==> src/rtl/pipe_ctrl_pkg.sv <==
// Shared types and constants for the pipeline stall/flush controller.
package pipe_ctrl_pkg;
  localparam int STALL_W = 6;

  // Bit positions in the stall/flush vectors
  localparam int S_PC    = 0;
  localparam int S_IFID  = 1;
  localparam int S_IDEX  = 2;
  localparam int S_EXMEM = 3;
  localparam int S_MEMWB = 4;
  localparam int S_WB    = 5;

  typedef logic [STALL_W-1:0] stall_t;

  typedef enum logic {
    CTRL_IDLE = 1'b0,
    CTRL_PEND = 1'b1
  } ctrl_state_e;

  // A stall request holds its own stage and everything upstream of it
  localparam stall_t STALL_RDY = 6'b111111;
  localparam stall_t STALL_MEM = 6'b011111;
  localparam stall_t STALL_EX  = 6'b001111;
  localparam stall_t STALL_ID  = 6'b000111;
  localparam stall_t STALL_IF  = 6'b000011;
endpackage

==> src/rtl/pipe_ctrl_perf_cnt.sv <==
// Saturating event counter; counts only while the chip is ready.
module perf_cnt #(
  parameter int CNT_W = 32
) (
  input  logic             clk,
  input  logic             rst,
  input  logic             rdy,
  input  logic             inc,
  output logic [CNT_W-1:0] cnt
);
  logic [CNT_W-1:0] cnt_q, cnt_d;

  always_comb begin
    cnt_d = cnt_q;
    if (rdy && inc && !(&cnt_q)) cnt_d = cnt_q + 1'b1;
  end

  always_ff @(posedge clk or negedge rst) begin
    if (!rst) cnt_q <= '0;
    else      cnt_q <= cnt_d;
  end

  assign cnt = cnt_q;
endmodule

==> src/rtl/pipe_ctrl.sv <==
// Pipeline stall/flush controller: stall priority, jump redirect (immediate or
// deferred until the fetch completes) and perf counters.
module pipe_ctrl
  import pipe_ctrl_pkg::*;
#(
  parameter int CNT_W  = 32,
  parameter int ADDR_W = 32
) (
  input  logic              clk,
  input  logic              rst,
  input  logic              rdy,
  input  logic              stallreq_if,
  input  logic              stallreq_id,
  input  logic              stallreq_ex,
  input  logic              stallreq_mem,
  input  logic              ex_jump_flag,
  input  logic [ADDR_W-1:0] ex_jump_addr,
  output logic [5:0]        stall,
  output logic [5:0]        flush,
  output logic              pc_redirect,
  output logic [ADDR_W-1:0] pc_redirect_addr,
  output logic [CNT_W-1:0]  perf_stall_cycles,
  output logic [CNT_W-1:0]  perf_redirects
);
  ctrl_state_e       state_q, state_d;
  logic [ADDR_W-1:0] pend_addr_q, pend_addr_d;
  stall_t            st, fl;
  logic              redir;
  logic [ADDR_W-1:0] redir_addr;

  always_comb begin
    state_d     = state_q;
    pend_addr_d = pend_addr_q;
    st          = '0;
    fl          = '0;
    redir       = 1'b0;
    redir_addr  = '0;
    if (!rdy) begin
      st = STALL_RDY;
    end else begin
      // While a jump is pending the ID instruction is wrong-path, so its hazard is moot
      if (stallreq_mem)                               st = STALL_MEM;
      else if (stallreq_ex)                           st = STALL_EX;
      else if (stallreq_id && state_q == CTRL_IDLE)   st = STALL_ID;
      else if (stallreq_if)                           st = STALL_IF;

      case (state_q)
        CTRL_IDLE: begin
          if (ex_jump_flag && !st[S_EXMEM]) begin
            if (!stallreq_if) begin
              redir       = 1'b1;
              redir_addr  = ex_jump_addr;
              fl[S_IFID]  = 1'b1;
              fl[S_IDEX]  = 1'b1;
            end else begin
              pend_addr_d = ex_jump_addr;
              fl[S_IDEX]  = 1'b1;
              state_d     = CTRL_PEND;
            end
          end
        end
        CTRL_PEND: begin
          fl[S_IDEX] = 1'b1;
          if (!stallreq_if && !stallreq_mem) begin
            redir      = 1'b1;
            redir_addr = pend_addr_q;
            fl[S_IFID] = 1'b1;
            state_d    = CTRL_IDLE;
          end
        end
        default: state_d = CTRL_IDLE;
      endcase

      st = st & ~fl;
      if (redir) st[S_PC] = 1'b0;
    end
  end

  always_ff @(posedge clk or negedge rst) begin
    if (!rst) begin
      state_q     <= CTRL_IDLE;
      pend_addr_q <= '0;
    end else begin
      state_q     <= state_d;
      pend_addr_q <= pend_addr_d;
    end
  end

  assign stall            = rst ? st : '0;
  assign flush            = rst ? fl : '0;
  assign pc_redirect      = rst & redir;
  assign pc_redirect_addr = rst ? redir_addr : '0;

  perf_cnt #(.CNT_W(CNT_W)) u_cnt_stall (
    .clk(clk), .rst(rst), .rdy(rdy), .inc(|stall[S_MEMWB:S_IFID]), .cnt(perf_stall_cycles)
  );

  perf_cnt #(.CNT_W(CNT_W)) u_cnt_redir (
    .clk(clk), .rst(rst), .rdy(rdy), .inc(pc_redirect), .cnt(perf_redirects)
  );
endmodule

==> config.mk <==
export PLATFORM = sky130hd
export DESIGN_NAME = pipe_ctrl
export DESIGN_NICKNAME = d
export VERILOG_FILES = /design/src/rtl/pipe_ctrl_pkg.sv /design/src/rtl/pipe_ctrl_perf_cnt.sv /design/src/rtl/pipe_ctrl.sv
export SDC_FILE = /design/constraint.sdc
export NUM_CORES = 1
export LEC_CHECK = 0
export CAP_MARGIN = 15
export CELL_PAD_IN_SITES_DETAIL_PLACEMENT = 0
export CELL_PAD_IN_SITES_GLOBAL_PLACEMENT = 2
export CORE_MARGIN = 3
export CORE_UTILIZATION = 30
export CTS_BUF_LIST = sky130_fd_sc_hd__clkbuf_8
export CTS_CLUSTER_SIZE = 24
export DETAILED_ROUTE_END_ITERATION = 10
export HOLD_SLACK_MARGIN = 0.03
export PLACE_DENSITY = 0.8
export SYNTH_ARGS = -nofsm -noshare
export SYNTH_HDL_FRONTEND = slang
export SYNTH_SLANG_ARGS = --single-unit
==> constraint.sdc <==
create_clock -name clk -period 3.1 [get_ports clk]
set_input_delay 0.93 -clock clk [delete_from_list [all_inputs] [get_ports clk]]
set_output_delay 0.93 -clock clk [all_outputs]
set_load 0.01 [all_outputs]
* Word level (Yosys, flattened, before mapping)
Index checks and enable logic that the tools add are counted.
** Storage, ports and cells
- Register bits :: 97
- Input port bits :: 40
- Output and inout port bits :: 109
- Logic and storage cells :: 55
** Operators by class
- Add/sub/neg operators :: 2
- Muxes and demuxes :: 29
- Bitwise gates (word level) :: 4
- Reductions and logical operators :: 16
** Operator list (number)
- $mux W32 :: 5
- $add A32 B1 Y32 const B :: 2
- $pmux W32 S2 :: 1
- $reduce_and A32 Y1 :: 2
- $mux W6 :: 3
- $mux W1 :: 9
- $mux W2 :: 4
- $logic_and A1 B1 Y1 :: 7
- $and A6 B6 Y6 :: 1
- $mux W3 :: 2
- $not A3 Y6 :: 1
- $logic_not A1 Y1 :: 5
- $mux W5 :: 1
- $mux W4 :: 1
- $pmux W1 S2 :: 2
- $pmux W2 S2 :: 1
- $reduce_and A4 Y1 :: 1
- $reduce_or A4 Y1 :: 1
- $and A1 B1 Y1 :: 1
- $not A1 Y1 :: 1

* Longest topological paths before layout
- Word-level depth :: 19
- Mapped depth :: 7
- Gate-level depth less buffers :: 6

* Hierarchy
A second synthesis with hierarchy kept.
** Unflattened totals
- Cells, all modules :: 531
- Area total of the unflattened synthesis :: 5373.9 um^2
** By module, submodules not included
- perf_cnt :: instances 2, cells each 158, area each 1632.8 um^2, seq. area each 800.8 um^2
- pipe_ctrl :: instances 1, cells each 215, area each 2108.3 um^2, seq. area each 825.8 um^2

* Worst setup path before layout
OpenSTA, ideal clock, no wires.
- Kind :: input to output
- From :: input stallreq_mem
- To :: output pc_redirect_addr[10]
- Arrival :: 1.921 ns
- Required time :: 2.170 ns
- Slack :: 0.249 ns
- Stages on the path :: 6
- Buffers on the path :: 1
- Path through :: nor2_1 nand2_1 nor2_1 clkbuf_1 a21oi_1 a21oi_1
** On the way
- Longest elaborated chain between the ends :: 8
- Elaborated cells on any way between the ends :: 11
- Those cells by class :: 7 x mux; 4 x reduce/logical
** Ends and longest elaborated chain
- start, declared :: line pipe_ctrl.sv:15 : input logic stallreq_mem,
- $mux W5 :: line pipe_ctrl.sv:42 : if (stallreq_mem) st = STALL_MEM;
- $mux W6 :: line pipe_ctrl.sv:38 : if (!rdy) begin
- $logic_not A1 Y1 :: line pipe_ctrl.sv:49 : if (ex_jump_flag && !st[S_EXMEM]) begin
- $logic_and A1 B1 Y1 :: line pipe_ctrl.sv:49
- $mux W32 :: line pipe_ctrl.sv:49
- $pmux W32 S2 * :: line pipe_ctrl.sv:47 : case (state_q)
- $mux W32 * :: line pipe_ctrl.sv:38
- $mux W32 * :: line pipe_ctrl.sv:92 : assign pc_redirect_addr = rst ? redir_addr : '0;
- end, declared :: line pipe_ctrl.sv:21 : output logic [ADDR_W-1:0] pc_redirect_addr,
Mark *: on every way between the ends. The rest lies on a longest branch, timed or not. The select of a mux whose other input is x is not followed.

* Worst setup path after layout
- From :: input stallreq_mem
- To :: output pc_redirect_addr[0]
Same word-level chain as after synthesis.

==> impl_metrics.json <==
{
  "postSynthAreaPerCell_sq_um": 9.96,
  "synth_fa_ha_area_share_pct": 0.498,
  "synth_xor_area_share_pct": 9.94,
  "startpoint_type": "input port",
  "path_class": "in -> out",
  "synth_top_area_share_pct": 48.3,
  "drtIter0Drc": 196,
  "hold_class": "in -> async",
  "synth.distinct_cells": 43,
  "antennaDiodeCount": 0,
  "ios": 149,
  "syn_inst": 504,
  "grt_pass1_vias": 4676,
  "track_usage_pct": 17.0,
  "drv_slew": 0,
  "worst_slew_pin_slew_ps": 834,
  "cp_cell_sequence": "buf_2 > nor2_2 > nand2_2 > nor2_4 > buf_6 > buf_16 > a21oi_1 > a21oi_2 > buf_2",
  "critPathMaxStageDelay_ps": 170,
  "cpMaxStageDelayCell": "buf_6",
  "yosysSeqAreaShare_pct": 48.3,
  "tritoncts": "built",
  "dp_hpwl_um": 10400,
  "min_period_ps": 3060,
  "die_area_sq_um": 18300,
  "nNetsFinal": 721,
  "power_per_cell_area_nw_per_um2": 438,
  "fin_skew_ps": 16.1,
  "die_w_um": 135,
  "synth-edff-count": 0,
  "timing.final.hold_violations": 0,
  "required_ps": 2170,
  "area_growth_pct": 44.7,
  "yosys.area.top_type": "dfrtp_1",
  "ir_drop_mv": 0.358,
  "relSlewSlack_pct": 44.4,
  "clock_tree.root_cell": "clkbuf_8",
  "grt_max_degree": 63,
  "place_worst_setup_slack_ps": -692,
  "hold_ws_ps": 497,
  "yosysMostFrequentCell": "dfrtp_1",
  "clock.fmax_ghz": 0.326,
  "rows": 46,
  "cts_buffers": 9,
  "via_per_inst": 5.01,
  "antenna_found_initial": 0,
  "setup_viol": 0,
  "htree_levels": 3,
  "portBuffers": 144,
  "cp_data_arrival_time_ps": 2130,
  "cp_common_cell": "buf_2",
  "synth_top_family_by_area": "simple AND/OR/NAND/NOR gates",
  "gr-total-overflow": 0,
  "drc": 0,
  "max_cap_viol_count": 0,
  "finalWirelength_um": 15300,
  "muxShareOfSynthArea_pct": 7.63,
  "worstSetupEndpointType": "output port",
  "ant_nets": 0,
  "cp_max_fo": 8,
  "clock-sinks": 97,
  "outcome": "complete, no violations",
  "vias": 4509,
  "grt_pass1_wl_um": 24700,
  "p_leak_nw": 3.04,
  "path_clk_slew_ps": 90,
  "synthArstFlopShare_pct": 100,
  "yosysWarnings": 0,
  "ys_ff_latch": 97,
  "core_sq_um": 16100,
  "dr.pass1.iters": 4,
  "place.gp.congestion": 0.769,
  "fin_area_sq_um": 7260,
  "layout-drive-gt1-share_pct": 22.8,
  "synth.cells.most_frequent": "dfrtp_1 (97), a21oi_1 (69), nand2_1 (56), xnor2_1 (40), mux2_2 (33)",
  "initial_core_util_pct": 31.2,
  "setup_slack_ps": 36.0,
  "routedWlPerCell_um": 17.1,
  "cts_max_path_buffers": 2,
  "syn_area_sq_um": 5020,
  "die_h_um": 135,
  "place_area_sq_um": 6910,
  "synth-simple-area-share_pct": 21.0,
  "yosys_most_used_dff": "dfrtp_1",
  "fin_crit_sh_pct": 98.8,
  "synth-compound-area-share_pct": 9.29,
  "clock_latency_ps": 380,
  "cts_hold_buf": 0,
  "synth_area_leaders": "dfrtp_1 (48%), mux2_2 (7.4%), xnor2_1 (7.0%), a21oi_1 (6.9%), nand2_1 (4.2%)"
}
final cells by class:
class                   instances  area, sq um
clock buffers                   9          124
clock inverters                 7          119
fillers                      1579         8850
inverters                       6         22.5
multi-input cells             375         2510
flip-flops and latches         97         2430
well taps                     216          270
repair buffers                190         1790
metal layers:
metal	vias to the layer above	global-route usage [%]	routed length, um
met5	-	0	0
met1	2201	21.5	7010
met3	31	3.16	720
li1	2158	-	-
met2	119	28.6	7190
met4	0	6.72	425
report_power, final:
group,internal [W],switching [W]
Clock,0.000536,0.000465
Sequential,0.00143,0.000120
Combinational,0.000351,0.000284
timing repair:
item	CTS	global route
setup buffers	6	1
setup endpoints to repair	41	32
pin swaps	7	5
gates cloned	7	0
resized for setup	180	11
state kept, by name, summed over array words and instances, names as in the netlist:
register,flops
u_cnt_redir.cnt,32
state_q,1
u_cnt_stall.cnt,32
pend_addr_q,32
cells in the final DEF, fill, tap and decap left out, types with 17 or more instances in the layout:
master,synthesis,routed
xnor2_1,40,40
mux2_2,33,33
xor2_1,17,17
a21oi_1,69,61
buf_4,6,30
dfrtp_1,97,97
nand2_1,56,55
buf_2,7,35
nand3_1,26,26
nand4_1,27,27
clkdlybuf4s50_1,0,98
stage by stage:
stage                     std cells  power [W]  utilization, %  setup TNS [ps]
after floorplan                 507    0.00185               -               0
after global placement          871    0.00218            42.9          -25520
after detailed placement        871    0.00220            42.9          -25030
after CTS                       900    0.00323            45.1               0
after global routing            900    0.00337            45.1           -1.89
final                           900    0.00318            45.1               0
cells by family after synthesis:
logic type / Yosys count
DFF: 97
adders and majority gates: 2
xor gates and xnor gates: 57
and+or+nand+nor: 193
buffers and inverters: 35
muxes: 34
other: 1
AOI/OAI and AO/OA: 85
worst max-delay path: cells and delay by family:
kind,cells,cell delay (ps)
buffers and inverters,4,580
and+or+nand+nor,3,370
AOI/OAI and AO/OA,2,250
final timing paths:
kind / from / end / slack, ps / cells past startpoint
max: stallreq_mem / pc_redirect_addr[0] / 40 / 9
min: rst / pend_addr_q[9] / 500 / 2
max reg2reg: u_cnt_redir.cnt[0] / u_cnt_redir.cnt[1] / 670 / 6
min reg2reg: u_cnt_stall.cnt[18] / u_cnt_stall.cnt[18] / 500 / 1
max in group asynchronous: rst / u_cnt_redir.cnt[9] / 1570 / 3
min in group clk: u_cnt_stall.cnt[18] / u_cnt_stall.cnt[18] / 500 / 1
(Power assumes the default switching activity.)
